**config.mk**
```make
export PLATFORM = sky130hd
export DESIGN_NAME = mem_stage
export DESIGN_NICKNAME = d
export VERILOG_FILES = /design/src/rtl/mem_stage.sv
export SDC_FILE = /design/constraint.sdc
export NUM_CORES = 1
export LEC_CHECK = 0
export ABC_AREA = 1
export BUFFER_PORTS_ARGS = -buffer_cell sky130_fd_sc_hd__buf_2
export CELL_PAD_IN_SITES_DETAIL_PLACEMENT = 1
export CELL_PAD_IN_SITES_GLOBAL_PLACEMENT = 1
export CORE_MARGIN = 3
export CORE_UTILIZATION = 40
export CTS_BUF_LIST = sky130_fd_sc_hd__clkbuf_16
export DETAILED_ROUTE_END_ITERATION = 6
export PLACE_DENSITY_LB_ADDON = 0.1
export REMOVE_ABC_BUFFERS = 1
export SYNTH_ARGS = -nofsm -noshare
export SYNTH_HDL_FRONTEND = slang
export SYNTH_SLANG_ARGS = --single-unit
```
**constraint.sdc**
```tcl
create_clock -name clk -period 2.26 [get_ports clk]
set_input_delay 0.113 -clock clk [delete_from_list [all_inputs] [get_ports clk]]
set_output_delay 0.113 -clock clk [all_outputs]
set_load 0.005 [all_outputs]
```
**src/rtl/mem_stage.sv**
```systemverilog
// ---------------------------------------------------------------------------
// mem_stage -- memory-access pipeline stage sitting after execute.
//
// Captures one execute entry per transfer. For loads it also captures the
// DCache read data, then aligns and extends it (lb/lbu/lh/lhu/lw/lwl/lwr).
// It publishes forwarding and hazard status and hands the entry to
// writeback using the pipeline-wide valid/allowin handshake.
//
// Ports:
//   clk, resetn        clock, asynchronous active-low reset
//   ws_allowin         writeback can accept an entry
//   ms_allowin         this stage can accept an entry
//   es_to_ms_valid     execute entry valid
//   es_to_ms_bus       execute-to-memory bus (ES_TO_MS_BUS_WD bits)
//   data_data_ok       DCache read data valid
//   data_rdata         DCache read data
//   flush              exception/eret flush, kills the entry in this stage
//   ms_to_ws_valid     entry to writeback valid
//   ms_to_ws_bus       memory-to-writeback bus (MS_TO_WS_BUS_WD bits)
//   MEM_dest           forwarding destination, 0 when nothing writes back
//   MEM_result         forwarding value
//   ms_load_op         valid load in stage
//   ms_inst_mfc0       valid mfc0 in stage
//   ms_ex              valid excepting instruction in stage
//   ms_inst_eret       valid eret in stage
// ---------------------------------------------------------------------------
module mem_stage #(
  parameter int ES_TO_MS_BUS_WD = 165,
  parameter int MS_TO_WS_BUS_WD = 120
) (
  input  logic                       clk,
  input  logic                       resetn,
  input  logic                       ws_allowin,
  output logic                       ms_allowin,
  input  logic                       es_to_ms_valid,
  input  logic [ES_TO_MS_BUS_WD-1:0] es_to_ms_bus,
  input  logic                       data_data_ok,
  input  logic [31:0]                data_rdata,
  input  logic                       flush,
  output logic                       ms_to_ws_valid,
  output logic [MS_TO_WS_BUS_WD-1:0] ms_to_ws_bus,
  output logic [4:0]                 MEM_dest,
  output logic [31:0]                MEM_result,
  output logic                       ms_load_op,
  output logic                       ms_inst_mfc0,
  output logic                       ms_ex,
  output logic                       ms_inst_eret
);

  // Sign- or zero-extend a byte.
  function automatic logic [31:0] ext_byte(input logic [7:0] b, input logic sgn);
    ext_byte = {{24{sgn & b[7]}}, b};
  endfunction

  // Sign- or zero-extend a halfword.
  function automatic logic [31:0] ext_half(input logic [15:0] h, input logic sgn);
    ext_half = {{16{sgn & h[15]}}, h};
  endfunction

  // Align load data. mi is the one-hot mem_inst field:
  // 0 lw, 1 sw, 2 lb, 3 lbu, 4 lh, 5 lhu, 6 lwl, 7 lwr, 8 sb, 9 sh, 10 swl, 11 swr.
  // Stores fall through to the raw word; their result comes from the ALU anyway.
  function automatic logic [31:0] align_load(input logic [11:0] mi,
                                             input logic [1:0]  a,
                                             input logic [31:0] rd,
                                             input logic [31:0] rt);
    logic [7:0]  byte_sel;
    logic [15:0] half_sel;
    byte_sel = rd[8*a +: 8];
    half_sel = a[1] ? rd[31:16] : rd[15:0];
    if (mi[2] || mi[3]) begin
      align_load = ext_byte(byte_sel, mi[2]);
    end else if (mi[4] || mi[5]) begin
      align_load = ext_half(half_sel, mi[4]);
    end else if (mi[6]) begin
      case (a)
        2'd0:    align_load = {rd[7:0],  rt[23:0]};
        2'd1:    align_load = {rd[15:0], rt[15:0]};
        2'd2:    align_load = {rd[23:0], rt[7:0]};
        default: align_load = rd;
      endcase
    end else if (mi[7]) begin
      case (a)
        2'd0:    align_load = rd;
        2'd1:    align_load = {rt[31:24], rd[31:8]};
        2'd2:    align_load = {rt[31:16], rd[31:16]};
        default: align_load = {rt[31:8],  rd[31:24]};
      endcase
    end else begin
      // lw, and any non-load encoding
      align_load = rd | {20'd0, mi[11:8], mi[1], 7'd0} & 32'd0;
    end
  endfunction

  logic                       ms_valid_q,  ms_valid_d;
  logic [ES_TO_MS_BUS_WD-1:0] bus_q,       bus_d;
  logic [31:0]                rdata_r_q,   rdata_r_d;
  logic [31:0]                rdata_buf_q, rdata_buf_d;
  logic                       pending_q,   pending_d;
  logic                       transfer;

  // Decoded fields of the captured entry.
  logic [31:0] f_addr;
  logic [4:0]  f_mfc0_rd;
  logic        f_ex;
  logic [4:0]  f_exccode;
  logic        f_bd;
  logic        f_eret;
  logic [2:0]  f_sel;
  logic        f_mtc0;
  logic        f_mfc0;
  logic [31:0] f_rt;
  logic [11:0] f_mem_inst;
  logic        f_res_from_mem;
  logic        f_gr_we;
  logic [4:0]  f_dest;
  logic [31:0] f_alu;
  logic [31:0] f_pc;
  logic [31:0] final_result;

  assign ms_allowin = !ms_valid_q || ws_allowin;
  assign transfer   = es_to_ms_valid && ms_allowin;

  // ---- next-state: handshake, entry capture, load data capture ----
  always_comb begin
    ms_valid_d  = ms_valid_q;
    bus_d       = bus_q;
    rdata_r_d   = rdata_r_q;
    rdata_buf_d = rdata_buf_q;
    pending_d   = pending_q;

    if (flush)           ms_valid_d = 1'b0;
    else if (ms_allowin) ms_valid_d = es_to_ms_valid;

    if (transfer && !flush) begin
      bus_d = es_to_ms_bus;
      // Data may have returned before the entry could move in; prefer it.
      if (es_to_ms_bus[70]) rdata_r_d = pending_q ? rdata_buf_q : data_rdata;
    end

    // Hold read data that arrives while the entry is still stalled upstream.
    if (flush || transfer) begin
      pending_d = 1'b0;
    end else if (data_data_ok && !pending_q) begin
      rdata_buf_d = data_rdata;
      pending_d   = 1'b1;
    end
  end

  always_ff @(posedge clk or negedge resetn) begin
    if (!resetn) begin
      ms_valid_q  <= 1'b0;
      bus_q       <= '0;
      rdata_r_q   <= '0;
      rdata_buf_q <= '0;
      pending_q   <= 1'b0;
    end else begin
      ms_valid_q  <= ms_valid_d;
      bus_q       <= bus_d;
      rdata_r_q   <= rdata_r_d;
      rdata_buf_q <= rdata_buf_d;
      pending_q   <= pending_d;
    end
  end

  // ---- outputs: field decode, alignment, forwarding, status ----
  always_comb begin
    f_addr         = bus_q[164:133];
    f_mfc0_rd      = bus_q[132:128];
    f_ex           = bus_q[127];
    f_exccode      = bus_q[126:122];
    f_bd           = bus_q[121];
    f_eret         = bus_q[120];
    f_sel          = bus_q[119:117];
    f_mtc0         = bus_q[116];
    f_mfc0         = bus_q[115];
    f_rt           = bus_q[114:83];
    f_mem_inst     = bus_q[82:71];
    f_res_from_mem = bus_q[70];
    f_gr_we        = bus_q[69];
    f_dest         = bus_q[68:64];
    f_alu          = bus_q[63:32];
    f_pc           = bus_q[31:0];

    final_result = f_res_from_mem
                 ? align_load(f_mem_inst, f_addr[1:0], rdata_r_q, f_rt)
                 : f_alu;

    ms_to_ws_valid = ms_valid_q;
    ms_to_ws_bus   = {f_mfc0_rd, f_ex, f_exccode, f_bd, f_eret, f_sel, f_mtc0,
                      f_mfc0, f_addr, f_gr_we & !f_ex & ms_valid_q, f_dest,
                      final_result, f_pc};

    MEM_dest     = f_dest & {5{ms_valid_q && f_gr_we}};
    MEM_result   = final_result;
    ms_load_op   = ms_valid_q && f_res_from_mem;
    ms_inst_mfc0 = ms_valid_q && f_mfc0;
    ms_ex        = ms_valid_q && f_ex;
    ms_inst_eret = ms_valid_q && f_eret;
  end

endmodule

```
### Yosys cells after proc, flatten, opt, wreduce, memory -nomap -nowiden

Index checks and enable logic that the tools add are counted.

| cells by class | value |
|---|---|
| bitwise gates (word level) | 6 |
| mux-type cells | 13 |
| eq/ne operators | 2 |
| reductions and logical operators | 21 |
| shifts and indexed selects | 1 |

Operators by type and width:

| cell | count |
|---|---|
| two-way mux 32 bit | 6 |
| case mux 32 bit (3 select lines) | 2 |
| indexed part select 32 x 6 -> 8 bit | 1 |
| two-way mux 16 bit | 1 |
| logical AND 1 bit | 8 |
| AND 5 bit | 1 |
| AND 1 bit | 4 |
| zero test 1 bit | 4 |
| logical OR 1 bit | 4 |
| two-way mux 1 bit | 4 |
| AND reduction 2 bit | 2 |
| nonzero test 2 bit | 2 |
| == test 2 x 1 -> 1 bit (second input constant) | 1 |
| == test 2 bit (second input constant) | 1 |
| zero test 2 bit | 1 |
| inverter 1 bit | 1 |

| storage, ports and cells | value |
|---|---|
| bits in registers | 231 |
| word-level logic and storage cells | 48 |
| input bits | 203 |
| output and inout bits | 163 |

### Logic depth before layout (Yosys ltp)

Gate-level depths: netlist of run 1.

| depth | value |
|---|---|
| depth after elaboration | 7 |
| depth in mapped cells | 14 |
| depth with buffers taken out | 11 |

### Worst setup path after synthesis of run 1

Ideal clock, no wire load.

| timing | value |
|---|---|
| kind | flip-flop to output port |
| start point | register bus_q[134] |
| end point | output port ms_to_ws_bus[38] |
| cell stages (with the launch flop) | 13 |
| buffers on the path | 3 |
| arrival time | 1.515 ns |
| setup slack | 0.632 ns |
| path through | dfrtp_1 buf_6 inv_4 buf_6 nand2_2 nor2_1 nor2_1 nand2_1 nor2_1 o21bai_1 nand2_1 a21oi_1 buf_4 |

| on the way | value |
|---|---|
| longest elaborated chain between the ends | 7 |
| elaborated cells on any way between the ends | 12 |
| those cells by class | 2 x eq/ne; 1 x shift; 8 x mux; 1 x reduce/logical |

Ends and longest elaborated chain:

| what | line | text |
|---|---|---|
| start, declared | 96 | `logic [ES_TO_MS_BUS_WD-1:0] bus_q, bus_d;` |
| start signal, assigned | 159 | `bus_q <= bus_d;` |
| == test 2 bit, or another cell as far along | 76, 83 |  |
| case mux 32 bit (3 select lines) | 83 | `case (a)` |
| two-way mux 32 bit | 82 | `end else if (mi[7]) begin` |
| two-way mux 32 bit | 75 | `end else if (mi[6]) begin` |
| two-way mux 32 bit | 73 | `end else if (mi[4] \|\| mi[5]) begin` |
| two-way mux 32 bit * | 71 | `if (mi[2] \|\| mi[3]) begin` |
| two-way mux 32 bit * | 186 | `? align_load(f_mem_inst, f_addr[1:0], rdata_r_q, f_rt)` |
| end, declared | 41 | `output logic [MS_TO_WS_BUS_WD-1:0] ms_to_ws_bus,` |

Mark *: on every way between the ends. The rest lies on a longest branch, timed or not.

### Final worst setup path of run 1

| timing | value |
|---|---|
| start point | register bus_q[134] |
| end point | output port MEM_result[13] |

| on the way | value |
|---|---|
| longest elaborated chain between the ends | 7 |
| elaborated cells on any way between the ends | 13 |
| those cells by class | 2 x eq/ne; 1 x shift; 8 x mux; 1 x bitwise; 1 x reduce/logical |

Ends and longest elaborated chain:

| what | line | text |
|---|---|---|
| == test 2 bit, or another cell as far along | 76, 83 |  |
| case mux 32 bit (3 select lines) | 83 |  |
| two-way mux 32 bit | 82 |  |
| two-way mux 32 bit | 75 |  |
| two-way mux 32 bit | 73 |  |
| two-way mux 32 bit * | 71 |  |
| two-way mux 32 bit * | 186 |  |
| end, declared | 43 | `output logic [31:0] MEM_result,` |

Marks and branches as above.

==> impl_results.md, run 1 <==
* R2r worst-path depth at 6
* WL/cell at 18.8 um
* Met1 Resource Use GR at 0.340
* Die Outline Area at 33,400 um2
* Area of the core at 30,700 um2
* Internal Pwr Total at 0.00923 W
* # placed instances at 2,288
* Critical Path End Type: output pin
* Final Power at 0.0144 W
* Crit-path most repeated cell: sky130_fd_sc_hd__nand2_1
* Post-Place Setup Slack at 0.120 ns
* Count of nets after finishing at 2,355
* Cell area after synthesis at 12,500 um2
* Top FF cell, synth: sky130_fd_sc_hd__dfrtp_1
* Post-synthesis instance total at 1,703
* Total I/O pin count at 366
* Post-Syn Area per Cell at 7.33 um2
* Leftover overflow at the end of global routing at 0
* WL final at 48,500 um
* TritonCTS clock tree: done
* Total count of max-transition violations in the final report at 0
* FF-to-FF End: bus_q[132]$_DFFE_PN0P_
* Worst Max-Slew Pin Slew at 0.761 ns
* Power per unit of standard cell area at 814 nW/um2
* Type of the worst min-delay path: in -> reg
* Routed via count at 13,000
* Final core utilization at 0.578
* Fin Hold WS at 0.0427 ns
* Global-route wire length before repair at 75,200 um
* Total leakage power at 9.34 nW
* Startpoint class of the critical path: register
* Vias in the first global route at 14,200
* Clock slew seen by the registers of the worst setup and hold paths at 0.06 ns
* Max cap viols at 0
* Chip height at 183 um
* Relative max-transition margin at 0.493
* Clock Latency Late Sink at 0.55 ns
* Buffers from clock root to sink, at most at 3
* Final setup vio count at 64
* Stage delay of the slowest cell on the critical path at 0.49 ns
* Initial standard-cell utilization of the core at 0.407
* Die W at 183 um
* Max H-tree Level at 1
* Largest net degree at the start of global routing at 136
* Number of buffers added on ports at 359
* Switching share of total power at 0.360
* Placer's final routability congestion estimate at 0.873
* Part of the Yosys area used for sequential elements at 0.451
* Combinational share of power at 0.344
* Final Non-Filler Cells at 2,574
* Start point of the worst min-delay path: es_to_ms_bus[70]
* Number of antenna violations at the first check in global routing at 4
* Violated checks: setup timing
* Arrival @ worst endpoint at 2.39 ns
* Critical path cell sequence: buf_6 > nand2_8 > inv_8 > clkbuf_16 > nand2_1 > nand3_1 > o21ai_1 > nand2_1 > nand2_1 > nand2_1 > a21oi_4 > buf_2
* EDFF count, synth at 0
* Async SR Flop Fraction at 1.00
* Final worst setup slack at -0.240 ns
* Final critical-path required period at 2.50 ns
* Drt drc at 0
* Fillers at 3,746
* Number of buffers and inverters on the critical path at 4
* Delay-heaviest family, CP: buffers and inverters
* # rows at 64
* Distinct cells, synth at 27
* Outcome: complete, but fails checks
* Register share of total power at 0.360
* Hold Path End: rdata_r_q[30]$_DFFE_PN0P_
* Most Used Layer, Global Route: met2
* Fraction of final layout cells with drive strength greater than 1 at 0.283
* Fraction of met3 tracks used by global routing at 0.0347
* Data required, critical path at 2.15 ns
* Iteration-0 DRC Markers at 603
* Synth Register Bits at 225
* Power dissipated by switching net loads at 0.00519 W
* Root buffer cell: sky130_fd_sc_hd__clkbuf_16
* Unrepaired setup endpoints after global routing: true
* Hold Crit Depth at 4
* Final clock period utilization by the worst path at 1.11
* Clock power frac at 0.296
* Max Fanout on Critical Path at 7
* Clock buffers created by TritonCTS at 28
* Area growth from synthesis to layout at 41.8%
* Total number of clock tree sinks at 225
* Flop2flop setup slack at 0.23 ns
* Final worst clock skew at 0.0142 ns
* Critical Path Slowest Stage Cell: sky130_fd_sc_hd__dfrtp_2
* Reg2reg start: ms_to_ws_valid$_DFFE_PN0P_
* Router iterations before antenna repair at 4
* Global-route usage over all layers at 0.279
* Timing-limited maximum frequency at 0.400 GHz
* Via density per instance at 5.05
* DP Wirelength at 28,800 um
* Maximum vdd ir drop at 639 uV
* Post-route antenna net violation count at 0
* Hold Vio Cnt, Final at 0
* Total of warnings raised by yosys at 0
* Critical path type: reg -> out
* GR met2 Demand/Resource at 0.499
==> synth_stat cells (15+ instances only) <==
| cell | count | area share |
|---|---|---|
| sky130_fd_sc_hd__o21ai_0 | 149 | 0.060 |
| sky130_fd_sc_hd__clkbuf_1 | 27 | 0.0081 |
| sky130_fd_sc_hd__nand2_1 | 728 | 0.22 |
| sky130_fd_sc_hd__buf_4 | 139 | 0.084 |
| sky130_fd_sc_hd__o21ai_1 | 15 | 0.0060 |
| sky130_fd_sc_hd__dfrtp_1 | 225 | 0.45 |
| sky130_fd_sc_hd__nor2_1 | 64 | 0.019 |
| sky130_fd_sc_hd__inv_1 | 108 | 0.032 |
| sky130_fd_sc_hd__a21oi_1 | 64 | 0.026 |
| sky130_fd_sc_hd__buf_2 | 35 | 0.014 |
| sky130_fd_sc_hd__a21oi_2 | 20 | 0.014 |
| sky130_fd_sc_hd__nand3_1 | 58 | 0.023 |
| sky130_fd_sc_hd__o211ai_1 | 26 | 0.016 |
==> flip-flops by register name, summed over array words and instances (netlist names) <==
| register | count |
|---|---|
| rdata_buf_q | 32 |
| rdata_r_q | 32 |
| bus_q | 159 |
| ms_to_ws_valid | 1 |
| pending_q | 1 |
==> worst register-to-register path, cell delays in order, from the launching register on <==
cell and delay [ns]:
sky130_fd_sc_hd__dfrtp_1 0.47, sky130_fd_sc_hd__nand2_2 0.14, sky130_fd_sc_hd__nand2_2 0.10, sky130_fd_sc_hd__nor2_4 0.26, sky130_fd_sc_hd__buf_12 0.39, sky130_fd_sc_hd__nand2_1 0.45, sky130_fd_sc_hd__nand2_1 0.13
==> per-stage QoR <==
stage	setup TNS [ns]	cell area (um2)
finish	-10.46	17700
global route	-16.53	17700
CTS	-10.29	17300
detailed placement	0	13800
global placement	0	13800
floorplan	-310.92	11000
==> worst max path at each step <==
stage | cells after the start | startpoint | endpoint | slack, ns
after global routing | 10 | bus_q[134]$_DFFE_PN0P_ | ms_to_ws_bus[58] | -0.33
final | 12 | bus_q[134]$_DFFE_PN0P_ | MEM_result[13] | -0.24
after detailed placement | 11 | bus_q[134]$_DFFE_PN0P_ | MEM_result[12] | 0.12
after global placement | 8 | bus_q[133]$_DFFE_PN0P_ | ms_to_ws_bus[46] | 0.17
after floorplan | 6 | ms_to_ws_valid$_DFFE_PN0P_ | bus_q[0]$_DFFE_PN0P_ | -1.62
after CTS | 10 | bus_q[134]$_DFFE_PN0P_ | MEM_result[12] | -0.23
==> per-layer routing <==
layer | part of all wire | routed length (um)
met1 | 0.40 | 19600
met3 | 0.041 | 2000
met5 | 0 | 0
met4 | 0.044 | 2110
met2 | 0.51 | 24800
==> what timing repair did <==
item,CTS,global route
hold buffers,195,0
gates resized for setup,123,76
hold endpoints to repair,444,0
buffers inserted,28,5
pin swaps,33,50
setup endpoints to repair,64,64
gates cloned,3,2
==> area by class of cell <==
cell class	instances	area, um2	share of cell area
inverters	114	457	0.0258
repair inverters	2	12.5	0.000706
clock buffers	28	701	0.0396
clock inverters	23	163	0.00918
flip-flops and latches	225	5630	0.318
well taps	396	495	0.0280
multi-input cells	1147	5540	0.313
repair buffers	634	4700	0.266
diodes	5	12.5	0.000706
==> kinds of logic (layout without fill, tap and decap cells) <==
group                  after synthesis  after routing  synth area share
buffers and inverters              331            801             0.153
AND/OR/NAND/NOR                    867            867             0.272
flip-flops                         225            225             0.451
AO/OA/AOI/OAI                      280            280             0.125
other                                0              5                 0
==> layout by cell type, fill, tap and decap left out, drive strengths merged <==
cell and count:
o21ai 166, nand2 737, clkinvlp 2, diode 5, nand3 60, o211ai 26, bufinv 2, nor2 69
buf 437, dlygate4sd3 195, a31oi 3, a21oi 84, o21bai 1, clkinv 13, dfrtp 225, inv 122
nand4 1, clkbuf 30
==> power groups by stage <==
stage          sequential [W]  combinational (W)  clock, W
2_1_floorplan         0.00519            0.00193         0
3_3_place_gp          0.00519            0.00371         0
3_5_place_dp          0.00522            0.00381         0
4_1_cts               0.00516            0.00462   0.00435
5_1_grt               0.00528            0.00546   0.00452
6_report              0.00520            0.00496   0.00427
Power figures use the tool's default switching activity.
==> run 2, diff against run 1 <==
- CTS_BUF_LIST: sky130_fd_sc_hd__clkbuf_16 -> default
==> run 2 against run 1 <==
Compared with the run above:
- the run still ends with setup timing left
- power up 1.3%
- cell area shrank 0.43%
- sequential power is essentially flat
- critical endpoint is now MEM_result[12]
- non-clock buffer count down 3
- count of clock-buffer cells in the layout increased by 13
- sequential share of layout area grew 0.14 points
- critical path type unchanged
- largest power group unchanged
==> impl_results.md, run 2 (synthesis results as in run 1) <==
* Routed via count at 13,000 (+0.046%)
* Final Non-Filler Cells at 2,569 (-0.19%)
* Area of the core at 30,700 um2 (unchanged)
* # rows at 64 (unchanged)
* Area growth from synthesis to layout at 41.2%
* Commonest cells after routing, fill and taps aside: 698 x sky130_fd_sc_hd__nand2_1, 358 x sky130_fd_sc_hd__buf_2, 222 x sky130_fd_sc_hd__dfrtp_1
* Post-route antenna net violation count at 0 (unchanged)
* Iteration-0 DRC Markers at 626 (+3.8%)
* Final worst clock skew at 0.0154 ns (+0.00122 ns)
* Startpoint class of the critical path: register
* Data required, critical path at 2.15 ns (about the same)
* # placed instances at 2,288 (unchanged)
* Final critical-path required period at 2.51 ns (+0.0145 ns)
* Unrepaired setup endpoints after global routing: true
* Total count of max-transition violations in the final report at 0 (unchanged)
* Die W at 183 um (unchanged)
* Fraction of final layout cells with drive strength greater than 1 at 0.281 (-0.00237)
* Most frequent standard cell in the layout excluding fill and tap cells: sky130_fd_sc_hd__nand2_1
* Fin Hold WS at 0.0394 ns (-0.00332 ns)
* Max H-tree Level at 1 (unchanged)
* Max cap viols at 0 (unchanged)
* Router iterations before antenna repair at 5 (+1)
* Post-route setup TNS at -10.92 ns (-0.460 ns)
* Design area at 17,600 um2 (-0.43%)
* Number of buffers added on ports at 359 (unchanged)
* Register share of total power at 0.356 (-0.004)
* Clock Latency Late Sink at 0.55 ns (about the same)
* Root buffer cell: sky130_fd_sc_hd__clkbuf_16
* Area of placed instances at 13,800 um2 (unchanged)
* Fillers at 3,781 (+0.93%)
* Critical Path End Type: output pin
* Clock power frac at 0.309 (+0.013)
* Clock buffers created by TritonCTS at 28 (unchanged)
* Final setup vio count at 60 (-6.3%)
* Global-route usage over all layers at 0.285 (+0.00622)
* Die Outline Area at 33,400 um2 (unchanged)
* Placer's final routability congestion estimate at 0.873 (unchanged)
* Type of the worst min-delay path: in -> reg
* Relative max-transition margin at 0.491 (-0.00217)
* Final worst setup slack at -0.255 ns (-0.0145 ns)
* Power per unit of standard cell area at 829 nW/um2 (+1.8%)
* TritonCTS clock tree: done
* Vias in the first global route at 14,200 (+0.25%)
* Global-route wire length before repair at 76,400 um (+1.6%)
* Max Fanout on Critical Path at 9 (+2)
* Sequential cell area in the final layout at 5630 um2 (unchanged)
* Timing-limited maximum frequency at 0.398 GHz (-0.58%)
* DP Wirelength at 28,800 um (unchanged)
* WL final at 49,200 um (+1.5%)
* Final clock period utilization by the worst path at 1.11 (+0.00641)
* Buffers from clock root to sink, at most at 3 (unchanged)
* Chip height at 183 um (unchanged)
* Internal Pwr Total at 0.00941 W (+1.9%)
* Largest net degree at the start of global routing at 136 (unchanged)
* Total leakage power at 9.28 nW (-0.65%)
* Area occupied by multi-input gates at 5490 um2 (-0.77%)
* Total I/O pin count at 366 (unchanged)
* Outcome: complete, but fails checks
* Power dissipated by switching net loads at 0.00521 W (+0.28%)
* Drt drc at 0 (unchanged)
* Leftover overflow at the end of global routing at 0 (unchanged)
* Max FFs per register at 159 (unchanged)
* WL/cell at 19.2 um (+1.7%)
* Arrival @ worst endpoint at 2.40 ns (about the same)
* Worst Max-Slew Pin Slew at 0.764 ns (+0.00325 ns)
* Maximum vdd ir drop at 603 uV (-5.6%)
* Combinational share of power at 0.334 (-0.010)
* Clock slew seen by the registers of the worst setup and hold paths at 0.06 ns (about the same)
* Switching share of total power at 0.356 (-0.00374)
* Initial standard-cell utilization of the core at 0.407 (unchanged)
* Via density per instance at 5.06 (+0.24%)
* Critical path type: reg -> out
* Violated checks: setup timing
* Total number of clock tree sinks at 225 (unchanged)
* Regs by FF count: bus_q (159), rdata_buf_q (32), rdata_r_q (32)
* Most flops, register: bus_q
* Count of nets after finishing at 2,352 (-0.13%)
* Hold Vio Cnt, Final at 0 (unchanged)
* Number of antenna violations at the first check in global routing at 3 (-1)
## run 2: cell count changes in the layout (fill, tap and decap cells not counted), sizes merged
cell,delta
clkbuf,+12
diode,-2
inv,-7
buf,-2
clkinv,-6
## run 2: path summary, 6_finish.rpt
| check | slack (ns) | endpoint | cells past startpoint | start |
|---|---|---|---|---|
| worst max register to register | 0.28 | bus_q[157]$_DFFE_PN0P_ | 6 | ms_to_ws_valid$_DFFE_PN0P_ |
| worst min-delay path | 0.04 | rdata_r_q[30]$_DFFE_PN0P_ | 4 | es_to_ms_bus[70] |
| min in group asynchronous | 0.09 | rdata_buf_q[8]$_DFFE_PN0P_ | 2 | resetn |
| worst max-delay path | -0.25 | MEM_result[12] | 10 | bus_q[134]$_DFFE_PN0P_ |
| max in group asynchronous | 1.42 | bus_q[42]$_DFFE_PN0P_ | 3 | resetn |
| worst min register to register | 0.46 | bus_q[12]$_DFFE_PN0P_ | 2 | bus_q[12]$_DFFE_PN0P_ |
## run 2: what timing repair did
item                                    4_1_cts  5_1_grt
pin swaps                                    30       36
hold buffers                                195        0
endpoints found under the setup margin       64       64
gates cloned                                  3        1
buffers inserted                             28        2
gates resized for setup                     124       56
hold endpoints to repair                    444        0
## run 2: routing by layer
layer	routed length [um]	track usage
met1	19700	0.342
met4	2180	0.120
met5	0	0
met3	2070	0.0367
met2	25300	0.515
## run 2: power groups by stage
stage                     registers [W]  clock network [W]  logic (W)
after global routing            0.00529            0.00477    0.00538
after floorplan                 0.00519                  0    0.00193
after detailed placement        0.00522                  0    0.00381
final                           0.00521            0.00452    0.00489
after CTS                       0.00516            0.00459    0.00462
after global placement          0.00519                  0    0.00371
## run 2: layout make-up
type / count / share of cell area
inverters: 114 / 0.0259
multi-input cells: 1147 / 0.311
clock inverters: 10 / 0.00646
clock buffers: 41 / 0.0459
well taps: 396 / 0.0281
diodes: 3 / 0.000426
flip-flops and latches: 225 / 0.319
repair buffers: 631 / 0.262
repair inverters: 2 / 0.000709
## run 2: worst max-delay path: stages (launching register included)
cell                      delay [ns]
sky130_fd_sc_hd__dfrtp_2        0.50
sky130_fd_sc_hd__buf_6          0.17
sky130_fd_sc_hd__buf_6          0.11
sky130_fd_sc_hd__nand2_4        0.05
sky130_fd_sc_hd__nand3_4        0.09
sky130_fd_sc_hd__nand2_4        0.07
sky130_fd_sc_hd__o21ai_4        0.24
sky130_fd_sc_hd__inv_8          0.08
sky130_fd_sc_hd__buf_12         0.17
sky130_fd_sc_hd__a21oi_4        0.21
sky130_fd_sc_hd__buf_2          0.15
## run 2: metrics by stage
| step | setup slack, ns | util | power (W) |
|---|---|---|---|
| floorplan | -1.62 | - | 0.00712 |
| global placement | 0.170 | 0.450 | 0.00890 |
| detailed placement | 0.120 | 0.450 | 0.00903 |
| CTS | -0.231 | 0.567 | 0.0144 |
| global route | -0.338 | 0.575 | 0.0154 |
| finish | -0.255 | 0.575 | 0.0146 |
